### config.mk
export PLATFORM = sky130hd
export DESIGN_NAME = arb_rr_lock_timeout_flat
export DESIGN_NICKNAME = d
export VERILOG_FILES = /design/src/rtl/arb_rr_lock_timeout_pkg.sv /design/src/rtl/arb_rr_lock_timeout_if.sv /design/src/rtl/arb_rr_lock_timeout_rr_pick.sv /design/src/rtl/arb_rr_lock_timeout.sv /design/src/flat_wrapper.sv
export SDC_FILE = /design/constraint.sdc
export NUM_CORES = 1
export LEC_CHECK = 0
export BUFFER_PORTS_ARGS = -buffer_cell sky130_fd_sc_hd__buf_4
export CORE_UTILIZATION = 40
export DETAILED_ROUTE_END_ITERATION = 12
export GPL_ROUTABILITY_DRIVEN = 0
export HOLD_SLACK_MARGIN = 0.03
export SYNTH_ARGS = -nofsm -noshare
export SYNTH_HDL_FRONTEND = slang
export SYNTH_SLANG_ARGS = --single-unit
export TNS_END_PERCENT = 30
### constraint.sdc
create_clock -name clk -period 1.5 [get_ports clk]
set_input_delay 0.3 -clock clk [delete_from_list [all_inputs] [get_ports clk]]
set_output_delay 0.3 -clock clk [all_outputs]
set_load 0.02 [all_outputs]
### src/rtl/arb_rr_lock_timeout_pkg.sv
// ============================================================================
// arb_pkg : shared state encoding and width helpers for arb_rr_lock_timeout
// Rev 1.0
// ============================================================================
`default_nettype none

package arb_pkg;

    typedef logic [1:0] state_t;

    localparam state_t ST_IDLE   = 2'd0;
    localparam state_t ST_GRANT  = 2'd1;
    localparam state_t ST_LOCKED = 2'd2;

    localparam int DEF_REQ_NUM  = 4;
    localparam int DEF_MAX_LOCK = 16;

    // clog2 with a floor of one bit so degenerate sizes still give legal vectors
    function automatic int width_of(input int n);
        return (n > 2) ? $clog2(n) : 1;
    endfunction

endpackage

`default_nettype wire

### src/rtl/arb_rr_lock_timeout_if.sv
// ============================================================================
// arb_rr_lock_timeout_if : request/lock/grant bundle for the lock arbiter
// Rev 1.0
// ============================================================================
`default_nettype none

interface arb_rr_lock_timeout_if #(
    parameter int REQ_NUM = 4
) ();
    logic [REQ_NUM-1:0] req;
    logic [REQ_NUM-1:0] lockIn;
    logic [REQ_NUM-1:0] grant;
    logic               lockSta;
    logic               lockTimeout;

    modport master (
        output req,
        output lockIn,
        input  grant,
        input  lockSta,
        input  lockTimeout
    );

    modport slave (
        input  req,
        input  lockIn,
        output grant,
        output lockSta,
        output lockTimeout
    );
endinterface

`default_nettype wire

### src/rtl/arb_rr_lock_timeout_rr_pick.sv
// ============================================================================
// rr_pick : combinational rotating-priority picker, first request at or
//           above rr_ptr_i with wrap-around, one-hot result
// Rev 1.0
// ============================================================================
`default_nettype none

module rr_pick
    import arb_pkg::*;
#(
    parameter int REQ_NUM = DEF_REQ_NUM,
    parameter int PTR_W   = width_of(DEF_REQ_NUM)
) (
    input  logic [REQ_NUM-1:0] req_i,
    input  logic [PTR_W-1:0]   rr_ptr_i,
    output logic [REQ_NUM-1:0] winner_o
);

    logic [REQ_NUM-1:0] w_upper;
    logic [REQ_NUM-1:0] w_src;

    // Requests at or above the pointer take precedence; otherwise wrap to all
    always_comb begin
        w_upper = '0;
        for (int j = 0; j < REQ_NUM; j++) begin
            w_upper[j] = req_i[j] && (PTR_W'(j) >= rr_ptr_i);
        end
        w_src    = (|w_upper) ? w_upper : req_i;
        winner_o = w_src & (~w_src + REQ_NUM'(1));
    end

endmodule

`default_nettype wire

### src/rtl/arb_rr_lock_timeout.sv
// ============================================================================
// arb_rr_lock_timeout : round-robin arbiter with owner lock and forced
//                       release after MAX_LOCK locked cycles
// Rev 1.0
// ============================================================================
`default_nettype none

module arb_rr_lock_timeout
    import arb_pkg::*;
#(
    parameter int REQ_NUM  = DEF_REQ_NUM,
    parameter int MAX_LOCK = DEF_MAX_LOCK
) (
    input  logic                 clk,
    input  logic                 rst_n,
    arb_rr_lock_timeout_if.slave bus
);

    localparam int PTR_W = width_of(REQ_NUM);
    localparam int CNT_W = width_of(MAX_LOCK);
    localparam logic [CNT_W-1:0] c_cnt_last = CNT_W'(MAX_LOCK - 1);

    state_t             state_q,   state_d;
    logic [REQ_NUM-1:0] grant_q,   grant_d;
    logic [PTR_W-1:0]   rr_ptr_q,  rr_ptr_d;
    logic [CNT_W-1:0]   lock_cnt_q, lock_cnt_d;
    logic               timeout_q, timeout_d;
    logic               ready_q;

    logic [REQ_NUM-1:0] w_win;
    logic [PTR_W-1:0]   w_ptr_nxt;
    logic               w_own_req;
    logic               w_own_lock;

    rr_pick #(
        .REQ_NUM (REQ_NUM),
        .PTR_W   (PTR_W)
    ) u_pick (
        .req_i    (bus.req),
        .rr_ptr_i (rr_ptr_q),
        .winner_o (w_win)
    );

    // Masking with the held grant makes lock/req of non-owners irrelevant
    assign w_own_req  = |(bus.req    & grant_q);
    assign w_own_lock = |(bus.lockIn & grant_q);

    always_comb begin
        w_ptr_nxt = '0;
        for (int j = 0; j < REQ_NUM; j++) begin
            if (w_win[j]) begin
                w_ptr_nxt = (j == REQ_NUM - 1) ? '0 : PTR_W'(j + 1);
            end
        end
    end

    always_comb begin
        state_d    = state_q;
        grant_d    = grant_q;
        rr_ptr_d   = rr_ptr_q;
        lock_cnt_d = lock_cnt_q;
        timeout_d  = 1'b0;
        case (state_q)
            ST_IDLE: begin
                // The first edge after reset only arms arbitration
                if (ready_q && (|bus.req)) begin
                    grant_d  = w_win;
                    rr_ptr_d = w_ptr_nxt;
                    state_d  = ST_GRANT;
                end
            end
            ST_GRANT: begin
                if (!w_own_req) begin
                    grant_d = '0;
                    state_d = ST_IDLE;
                end else if (w_own_lock) begin
                    lock_cnt_d = '0;
                    state_d    = ST_LOCKED;
                end
            end
            ST_LOCKED: begin
                if (!w_own_req) begin
                    grant_d = '0;
                    state_d = ST_IDLE;
                end else if (!w_own_lock) begin
                    state_d = ST_GRANT;
                end else if (lock_cnt_q == c_cnt_last) begin
                    grant_d   = '0;
                    timeout_d = 1'b1;
                    state_d   = ST_IDLE;
                end else begin
                    lock_cnt_d = lock_cnt_q + CNT_W'(1);
                end
            end
            default: begin
                grant_d = '0;
                state_d = ST_IDLE;
            end
        endcase
    end

    always_ff @(posedge clk) begin
        if (!rst_n) begin
            state_q    <= ST_IDLE;
            grant_q    <= '0;
            rr_ptr_q   <= '0;
            lock_cnt_q <= '0;
            timeout_q  <= 1'b0;
            ready_q    <= 1'b0;
        end else begin
            state_q    <= state_d;
            grant_q    <= grant_d;
            rr_ptr_q   <= rr_ptr_d;
            lock_cnt_q <= lock_cnt_d;
            timeout_q  <= timeout_d;
            ready_q    <= 1'b1;
        end
    end

    assign bus.grant       = grant_q;
    assign bus.lockSta     = (state_q == ST_LOCKED);
    assign bus.lockTimeout = timeout_q;

endmodule

`default_nettype wire

### src/flat_wrapper.sv
// flat-port wrapper written by rule: the top's interface ports become plain ports
module arb_rr_lock_timeout_flat import arb_pkg::*;
#(
    parameter int REQ_NUM  = DEF_REQ_NUM,
    parameter int MAX_LOCK = DEF_MAX_LOCK
)
  (clk, rst_n, bus_req, bus_lockIn, bus_grant, bus_lockSta, bus_lockTimeout);
  arb_rr_lock_timeout_if #(.REQ_NUM(REQ_NUM)) bus_i ();
  input  logic clk;
  input  logic rst_n;
  input wire logic [$bits(bus_i.req)-1:0] bus_req;
  input wire logic [$bits(bus_i.lockIn)-1:0] bus_lockIn;
  output wire logic [$bits(bus_i.grant)-1:0] bus_grant;
  output wire logic [$bits(bus_i.lockSta)-1:0] bus_lockSta;
  output wire logic [$bits(bus_i.lockTimeout)-1:0] bus_lockTimeout;
  assign bus_i.req = bus_req;
  assign bus_i.lockIn = bus_lockIn;
  assign bus_grant = bus_i.grant;
  assign bus_lockSta = bus_i.lockSta;
  assign bus_lockTimeout = bus_i.lockTimeout;
  arb_rr_lock_timeout #(.REQ_NUM(REQ_NUM), .MAX_LOCK(MAX_LOCK)) u_core (.clk(clk), .rst_n(rst_n), .bus(bus_i));
endmodule
==> results.txt, run 1 <==
----------------------------------------------------
[STA]
  Setup TNS ... 0 ns
  Fmax achieved ... 0.7021 GHz
  Hold slack final ... 0.1670 ns
  Final worst-path cycle share ... 94.96%
  Time the worst path needs with I/O delays and setup ... 1.424 ns
  RSZ-0062 raised after global routing ... yes
  Final max-slew violation count ... 0
  Slew HR ... 74.44%
  Final Hold Fails ... 0
  Count of final setup violators ... 0
  Worst-Margin Slew ... 0.3814 ns
  Skew final ... 0.003443 ns

[Floorplanning]
  I/O pin total ... 16
  Initial standard-cell utilization of the core ... 42.20%
  Row count ... 16
  Area of the core ... 1942 um^2
  Die height ... 47.27 um
  Die width ... 47.27 um
  Die area ... 2234 um^2

[Global route]
  Maximum number of pins on one net before global-route repair ... 11
  Number of antenna violations at the first check in global routing ... 0
  Grt ovf ... 0
  Aggregate global-route resource usage ... 22.35%
  Number of global-route vias before repair ... 809
  Wire length of the first global-routing pass ... 3429 um

[Clock tree]
  CTS H-tree depth ... 1
  Clock tree from TritonCTS ... built
  CTS Buf Count ... 3
  Clock sink count ... 14
  Number of hold buffers added after cts ... 0
  Buffer cell driving the clock tree root ... sky130_fd_sc_hd__clkbuf_4
  Reg clk slew, reported paths ... 0.09 ns
  Maximum count of clock buffers along a single path ... 2
  Clock latency reported for the late side of the worst-skew pair ... 0.29 ns

[Synth]
  Number of library cell types mapped by synthesis ... 35
  Synthesized cell area ... 819.5 um^2
  Net count of the mapped netlist ... 114
  Count of flip-flops with a built-in enable after synthesis ... 0
  Post-Synthesis Cells ... 103
  Count of state elements after synthesis ... 14
  Syn Area/Cell ... 7.957 um^2
  Multiplexer area fraction after synthesis ... 0%
  Arithmetic-cell share of the synthesized area counting full adders, half adders and majority gates ... 1.527%
  Compound-cell area share of the yosys netlist ... 36.03%
  XOR/XNOR Fraction of Synth Area ... 0%
  Simple-gate share of the synthesized area ... 23.05%
  Top FF cell, synth ... sky130_fd_sc_hd__dfxtp_1
  Proportion of synthesized chip area in sequential cells ... 34.20%
  Share of async-settable or async-resettable flops after synthesis ... 0%
  Main combinational cell family by area after synthesis ... compound AO/OA/AOI/OAI gates
  Ys Warns ... 0

[Route]
  Remaining number of nets flagged by the antenna check after routing ... 0
  Number of DRC markers after the initial detailed-route iteration ... 34
  Amount of wire on met3 after detailed routing ... 118 um
  DR WL/cell ... 13.79 um
  Residual DRC count ... 0
  Via count of the routed design ... 941
  Drt total wl ... 2206 um
  Mean number of vias per cell ... 5.881
  Highest routing layer actually used ... met4
  Number of iterations in the first detailed-routing pass ... 4
  Routed length on met2 ... 966 um
  Wire length the detailed router placed on met1 ... 1072 um

[Cells and area]
  Area delta synth->final ... 35.57%
  Post-layout instance count excluding filler cells ... 160
  Count of inserted antenna diode cells ... 0
  Layout fillers ... 179
  Fraction of final layout cells with drive strength greater than 1 ... 33.08%
  # nets final ... 145

[Setup path]
  Bufs and invs on worst path ... 3
  Endpoint required time on the critical path ... 1.20 ns
  Most repeated library cell on the critical path ... sky130_fd_sc_hd__buf_4
  Crit. End Element ... output pin
  Critical path class ... register to output pin
  Stage delay of the slowest cell on the critical path ... 0.36 ns
  Startpoint kind of the worst setup timing path ... register
  Library cell contributing the largest single delay on the critical path ... sky130_fd_sc_hd__dfxtp_2
  CP delay by family, top ... flip-flops
  Critical-path maximum fanout ... 4
  Worst-path cell chain ... nand2b_4, inv_2, buf_4, buf_4
  Data arrival at the endpoint of the critical path ... 1.12 ns

[Outcome]
  Status ... finished clean

[Place]
  DPL Wire Length ... 1616 um
  Port bufs ... 15
  Number of cells in the design after placement ... 154

[Pwr]
  Sw Share ... 28.10%
  Switching power total ... 0.0002403 W
  Internal power ... 0.0006149 W
  P_leak ... 0.4691 nW
  Worst voltage drop across the vdd grid ... 0.0004471 V
  Logic gate share of total power ... 19.7%
  Sequential fraction of design power ... 47.5%
  PwrDens ... 769.7 nW/um^2
  Clock power share ... 32.9%

[Job]
  Max capacitance violation total ... 0

[Hold path]
  Tightest Hold Check Type ... input port to register

----------------------------------------------------
## registers in the layout, summed over array words and instances (netlist names)
| register | count |
|---|---|
| u_core.bus.grant | 4 |
| u_core.state_q | 2 |
| u_core.rr_ptr_q | 2 |
| u_core.lock_cnt_q | 4 |
| u_core.ready_q | 1 |
| u_core.bus.lockTimeout | 1 |
## cells in the mapped netlist (2+ instances only)
cell | instances | area share (%)
sky130_fd_sc_hd__a21oi_1 | 4 | 2.4
sky130_fd_sc_hd__a22oi_1 | 2 | 1.8
sky130_fd_sc_hd__a31oi_1 | 7 | 5.3
sky130_fd_sc_hd__and3_1 | 2 | 1.5
sky130_fd_sc_hd__clkinv_1 | 2 | 0.92
sky130_fd_sc_hd__dfxtp_1 | 14 | 34
sky130_fd_sc_hd__inv_1 | 4 | 1.8
sky130_fd_sc_hd__nand2_1 | 8 | 3.7
sky130_fd_sc_hd__nand2b_1 | 2 | 1.5
sky130_fd_sc_hd__nand3_1 | 3 | 1.8
sky130_fd_sc_hd__nand4_1 | 6 | 4.6
sky130_fd_sc_hd__nor2_1 | 4 | 1.8
sky130_fd_sc_hd__nor2b_1 | 3 | 2.3
sky130_fd_sc_hd__nor3_1 | 5 | 3.1
sky130_fd_sc_hd__o211a_1 | 3 | 3.7
sky130_fd_sc_hd__o21ai_0 | 13 | 7.9
sky130_fd_sc_hd__o22ai_1 | 2 | 1.5
sky130_fd_sc_hd__o2bb2ai_1 | 2 | 2.1
## path summary, 6_finish.rpt
check / from / endpoint / slack, ns / depth (start not counted)
max: u_core.state_q[0] / bus_lockSta / 0.08 / 4
min: rst_n / u_core.ready_q / 0.17 / 1
max reg2reg: u_core.lock_cnt_q[0] / u_core.lock_cnt_q[0] / 0.09 / 4
min reg2reg: u_core.rr_ptr_q[0] / u_core.rr_ptr_q[0] / 0.53 / 2
## worst register-to-register path: cells and delay by family (launching register included)
family	cells	cell delay (ns)
and+or+nand+nor	2	0.63
AOI/OAI and AO/OA	1	0.15
adders and majority gates	1	0.23
DFF	1	0.33
## kinds of logic (layout without fill, tap and decap cells)
logic type | after synthesis | count (layout)
buffers and inverters | 9 | 39
DFF | 14 | 14
adders and majority gates | 1 | 1
AOI/OAI and AO/OA | 43 | 43
and+or+nand+nor | 36 | 36
## per-stage QoR
stage                     setup WS, ns  area [um^2]  power (W)  util [%]
after detailed placement       -0.1181         1036  0.0005677     53.35
after global placement        -0.03394         1036  0.0005656     53.35
after floorplan               0.009392        819.5  0.0005033         -
after CTS                     0.005658         1086  0.0008462     55.93
final                          0.07562         1111  0.0008552     57.22
after global routing         -0.004355         1111  0.0008966     57.22
## power by group through the flow
stage / Clock, W / Sequential [W] / Combinational (W)
after CTS: 0.000282 / 0.000405 / 0.000159
after global routing: 0.000301 / 0.000408 / 0.000188
after global placement: 0 / 0.000413 / 0.000153
after detailed placement: 0 / 0.000413 / 0.000155
after floorplan: 0 / 0.000410 / 0.0000935
final: 0.000281 / 0.000406 / 0.000168
## cells in the final DEF, fill, tap and decap left out, types with 2 or more instances in the layout
cell,Yosys,routed
sky130_fd_sc_hd__nand4_1,6,6
sky130_fd_sc_hd__o211a_1,3,3
sky130_fd_sc_hd__a22oi_1,2,2
sky130_fd_sc_hd__nor2_1,4,4
sky130_fd_sc_hd__a31oi_1,7,7
sky130_fd_sc_hd__o2bb2ai_1,2,2
sky130_fd_sc_hd__nor3_1,5,4
sky130_fd_sc_hd__buf_4,0,29
sky130_fd_sc_hd__o21ai_0,13,12
sky130_fd_sc_hd__and3_1,2,2
sky130_fd_sc_hd__inv_1,4,4
sky130_fd_sc_hd__clkbuf_4,0,3
sky130_fd_sc_hd__nor2b_1,3,3
sky130_fd_sc_hd__dfxtp_2,0,6
sky130_fd_sc_hd__dfxtp_1,14,8
sky130_fd_sc_hd__nand2_1,8,8
sky130_fd_sc_hd__o22ai_1,2,2
sky130_fd_sc_hd__nand3_1,3,3
sky130_fd_sc_hd__a21oi_1,4,4
## metal layers
layer | track usage, % | vias to the layer above
li1 | - | 469
met1 | 31.03 | 436
met2 | 33.97 | 32
met3 | 2.308 | 4
met4 | 11.43 | 0
met5 | 0 | -
## final cells by class
class | count | area, um^2 | area share [%]
multi-input combinational | 80 | 513.0 | 46.17
clock buffer | 4 | 36.28 | 3.266
inverter | 6 | 22.52 | 2.027
tap | 27 | 33.78 | 3.041
timing repair buffer | 29 | 217.7 | 19.59
sequential | 14 | 287.8 | 25.90
## what timing repair did
action / 4_1_cts / 5_1_grt
pin swaps: 0 / 1
resized for setup: 4 / 8
endpoints found under the setup margin: 3 / 5
buffers inserted: 0 / 2
No activity file was read; power rests on OpenSTA's default activity.
==> run 2: changes to the inputs <==
--- a/config.mk
+++ b/config.mk
@@ -10,6 +10,7 @@
 export DETAILED_ROUTE_END_ITERATION = 12
 export GPL_ROUTABILITY_DRIVEN = 0
 export HOLD_SLACK_MARGIN = 0.03
+export SLEW_MARGIN = 30
 export SYNTH_ARGS = -nofsm -noshare
 export SYNTH_HDL_FRONTEND = slang
 export SYNTH_SLANG_ARGS = --single-unit
==> constraint.sdc (replaced) <==
create_clock -name clk -period 1.7 [get_ports clk]
set_input_delay 0.34 -clock clk [delete_from_list [all_inputs] [get_ports clk]]
set_output_delay 0.34 -clock clk [all_outputs]
set_load 0.02 [all_outputs]
==> results.txt, run 2 (synthesis results as in run 1) <==
----------------------------------------------------
[Setup path]
  Bufs and invs on worst path ... 0 (-3)
  Startpoint of the worst-slack reg-to-reg timing path ... u_core.lock_cnt_q[0]
  Critical-path maximum fanout ... 5 (+1)
  Worst setup slack for register-to-register paths ... 0.13 ns (+0.04 ns)
  Crit. End Element ... register
  CP startpoint ... u_core.lock_cnt_q[0]
  Startpoint kind of the worst setup timing path ... register
  Worst-path cell chain ... ha_1, and3_1, o21ai_0, a41o_1, o221ai_1
  Critical path class ... register to register
  CP delay by family, top ... compound AO/OA/AOI/OAI gates
  Endpoint required time on the critical path ... 1.86 ns (+0.66 ns)
  Stage delay of the slowest cell on the critical path ... 0.35 ns (about the same)
  Library cell contributing the largest single delay on the critical path ... sky130_fd_sc_hd__dfxtp_1
  Data arrival at the endpoint of the critical path ... 1.73 ns (+0.61 ns)

[STA]
  Slew HR ... 56.22% (-18 points)
  Worst-Margin Slew ... 0.6516 ns (+0.2703 ns)
  Final Hold Fails ... 0 (unchanged)
  RSZ-0062 raised after global routing ... no
  Count of final setup violators ... 0 (unchanged)
  Final worst-path cycle share ... 92.52%
  Time the worst path needs with I/O delays and setup ... 1.573 ns
  Skew final ... 0.01078 ns (+0.007335 ns)
  Setup TNS ... 0 ns (unchanged)
  Smallest setup slack after layout ... 0.1272 ns (+0.05153 ns)
  Fmax achieved ... 0.6358 GHz
  Final max-slew violation count ... 0 (unchanged)

[Clock tree]
  CTS Buf Count ... 3 (unchanged)
  Clock latency reported for the late side of the worst-skew pair ... 0.29 ns (about the same)
  Resized Gates After CTS ... 0 (-4)
  Post-CTS Setup Bufs ... 0 (unchanged)
  Reg clk slew, reported paths ... 0.09 ns (about the same)
  Clock tree from TritonCTS ... built
  Clock sink count ... 14 (unchanged)
  Number of hold buffers added after cts ... 0 (unchanged)
  Buffer cell driving the clock tree root ... sky130_fd_sc_hd__clkbuf_4
  Maximum count of clock buffers along a single path ... 2 (unchanged)
  CTS H-tree depth ... 1 (unchanged)

[Global route]
  Number of antenna violations at the first check in global routing ... 0 (unchanged)
  Wire length of the first global-routing pass ... 3215 um (-6.2%)
  Aggregate global-route resource usage ... 20.27% (-2.1 points)
  Grt ovf ... 0 (unchanged)
  Maximum number of pins on one net before global-route repair ... 11 (unchanged)
  Number of global-route vias before repair ... 732 (-9.5%)

[Cells and area]
  Most common cell after layout, fill and taps aside ... sky130_fd_sc_hd__buf_4
  Fraction of final layout cells with drive strength greater than 1 ... 17.65% (-15 points)
  Area delta synth->final ... 19.85%
  Count of inserted antenna diode cells ... 0 (unchanged)
  Total non-filler cell area in the finished layout ... 982.2 um^2 (-12%)
  # nets final ... 131 (-9.7%)
  Post-layout instance count excluding filler cells ... 146 (-8.8%)
  Most frequent cells in the layout ... 15 x sky130_fd_sc_hd__buf_4, 14 x sky130_fd_sc_hd__dfxtp_1, 13 x sky130_fd_sc_hd__o21ai_0

[Hold path]
  Launch point of the worst hold path ... rst_n
  Tightest Hold Check Type ... input port to register

[Floorplanning]
  Row count ... 16 (unchanged)
  Area of the core ... 1942 um^2 (unchanged)
  Initial standard-cell utilization of the core ... 42.20% (unchanged)
  Die width ... 47.27 um (unchanged)
  Die area ... 2234 um^2 (unchanged)
  Die height ... 47.27 um (unchanged)
  I/O pin total ... 16 (unchanged)

[Route]
  Via count of the routed design ... 880 (-6.5%)
  Mean number of vias per cell ... 6.027 (+2.5%)
  DR WL/cell ... 14.11 um (+2.3%)
  Number of DRC markers after the initial detailed-route iteration ... 31 (-8.8%)
  Number of iterations in the first detailed-routing pass ... 4 (unchanged)
  Remaining number of nets flagged by the antenna check after routing ... 0 (unchanged)
  Drt total wl ... 2060 um (-6.6%)
  Residual DRC count ... 0 (unchanged)

[Place]
  Port bufs ... 15 (unchanged)
  Placement-stage cell area ... 945.9 um^2 (-8.7%)
  Worst setup slack before clock tree synthesis ... 0.1062 ns (+0.2243 ns)
  DPL Wire Length ... 1505 um (-6.9%)
  Number of cells in the design after placement ... 142 (-7.8%)

[Outcome]
  Status ... finished clean

[Pwr]
  P_leak ... 0.3894 nW (-17%)
  Worst voltage drop across the vdd grid ... 0.0004470 V (about the same)
  PwrDens ... 737.0 nW/um^2 (-4.3%)

[Job]
  Max capacitance violation total ... 0 (unchanged)

----------------------------------------------------
run 2: power by group:
group	switching (W)	internal (W)	leakage (nW)	total [W]
logic	0.0000744	0.0000535	0.254	0.000128
clock network	0.000109	0.000130	0.0210	0.000239
registers	0.0000167	0.000340	0.114	0.000357
run 2: final timing paths:
check,to,depth (start not counted)
setup / recovery,u_core.lock_cnt_q[3],5
hold / removal,u_core.ready_q,1
setup reg to reg,u_core.lock_cnt_q[3],5
hold reg to reg,u_core.lock_cnt_q[1],2
run 2: routing by layer:
layer,wire length [um],share of wire (%),vias to the layer above,global-route usage (%)
li1,-,-,440,-
met1,1081,52,408,30.02
met2,863,42,28,28.49
met3,99,4.8,4,5.769
met4,17,0.83,0,5.143
met5,0,0,-,0
run 2: stage by stage:
stage / hold slack [ns] / total power (W) / util [%]
final: 0.2243 / 0.0007238 / 50.58
after global routing: 0.2132 / 0.0007640 / 50.58
after floorplan: 0.3677 / 0.0004441 / -
after global placement: 0.5020 / 0.0004883 / 48.71
after CTS: 0.2182 / 0.0007280 / 50.58
after detailed placement: 0.5086 / 0.0004903 / 48.71
run 2: cell type report:
cell class | instances | area [um^2]
Sequential cell | 14 | 280.3
Tap cell | 27 | 33.78
Fill cell | 200 | 959.7
Clock buffer | 4 | 36.28
Multi-Input combinational cell | 80 | 496.7
Inverter | 6 | 22.52
Timing Repair Buffer | 15 | 112.6
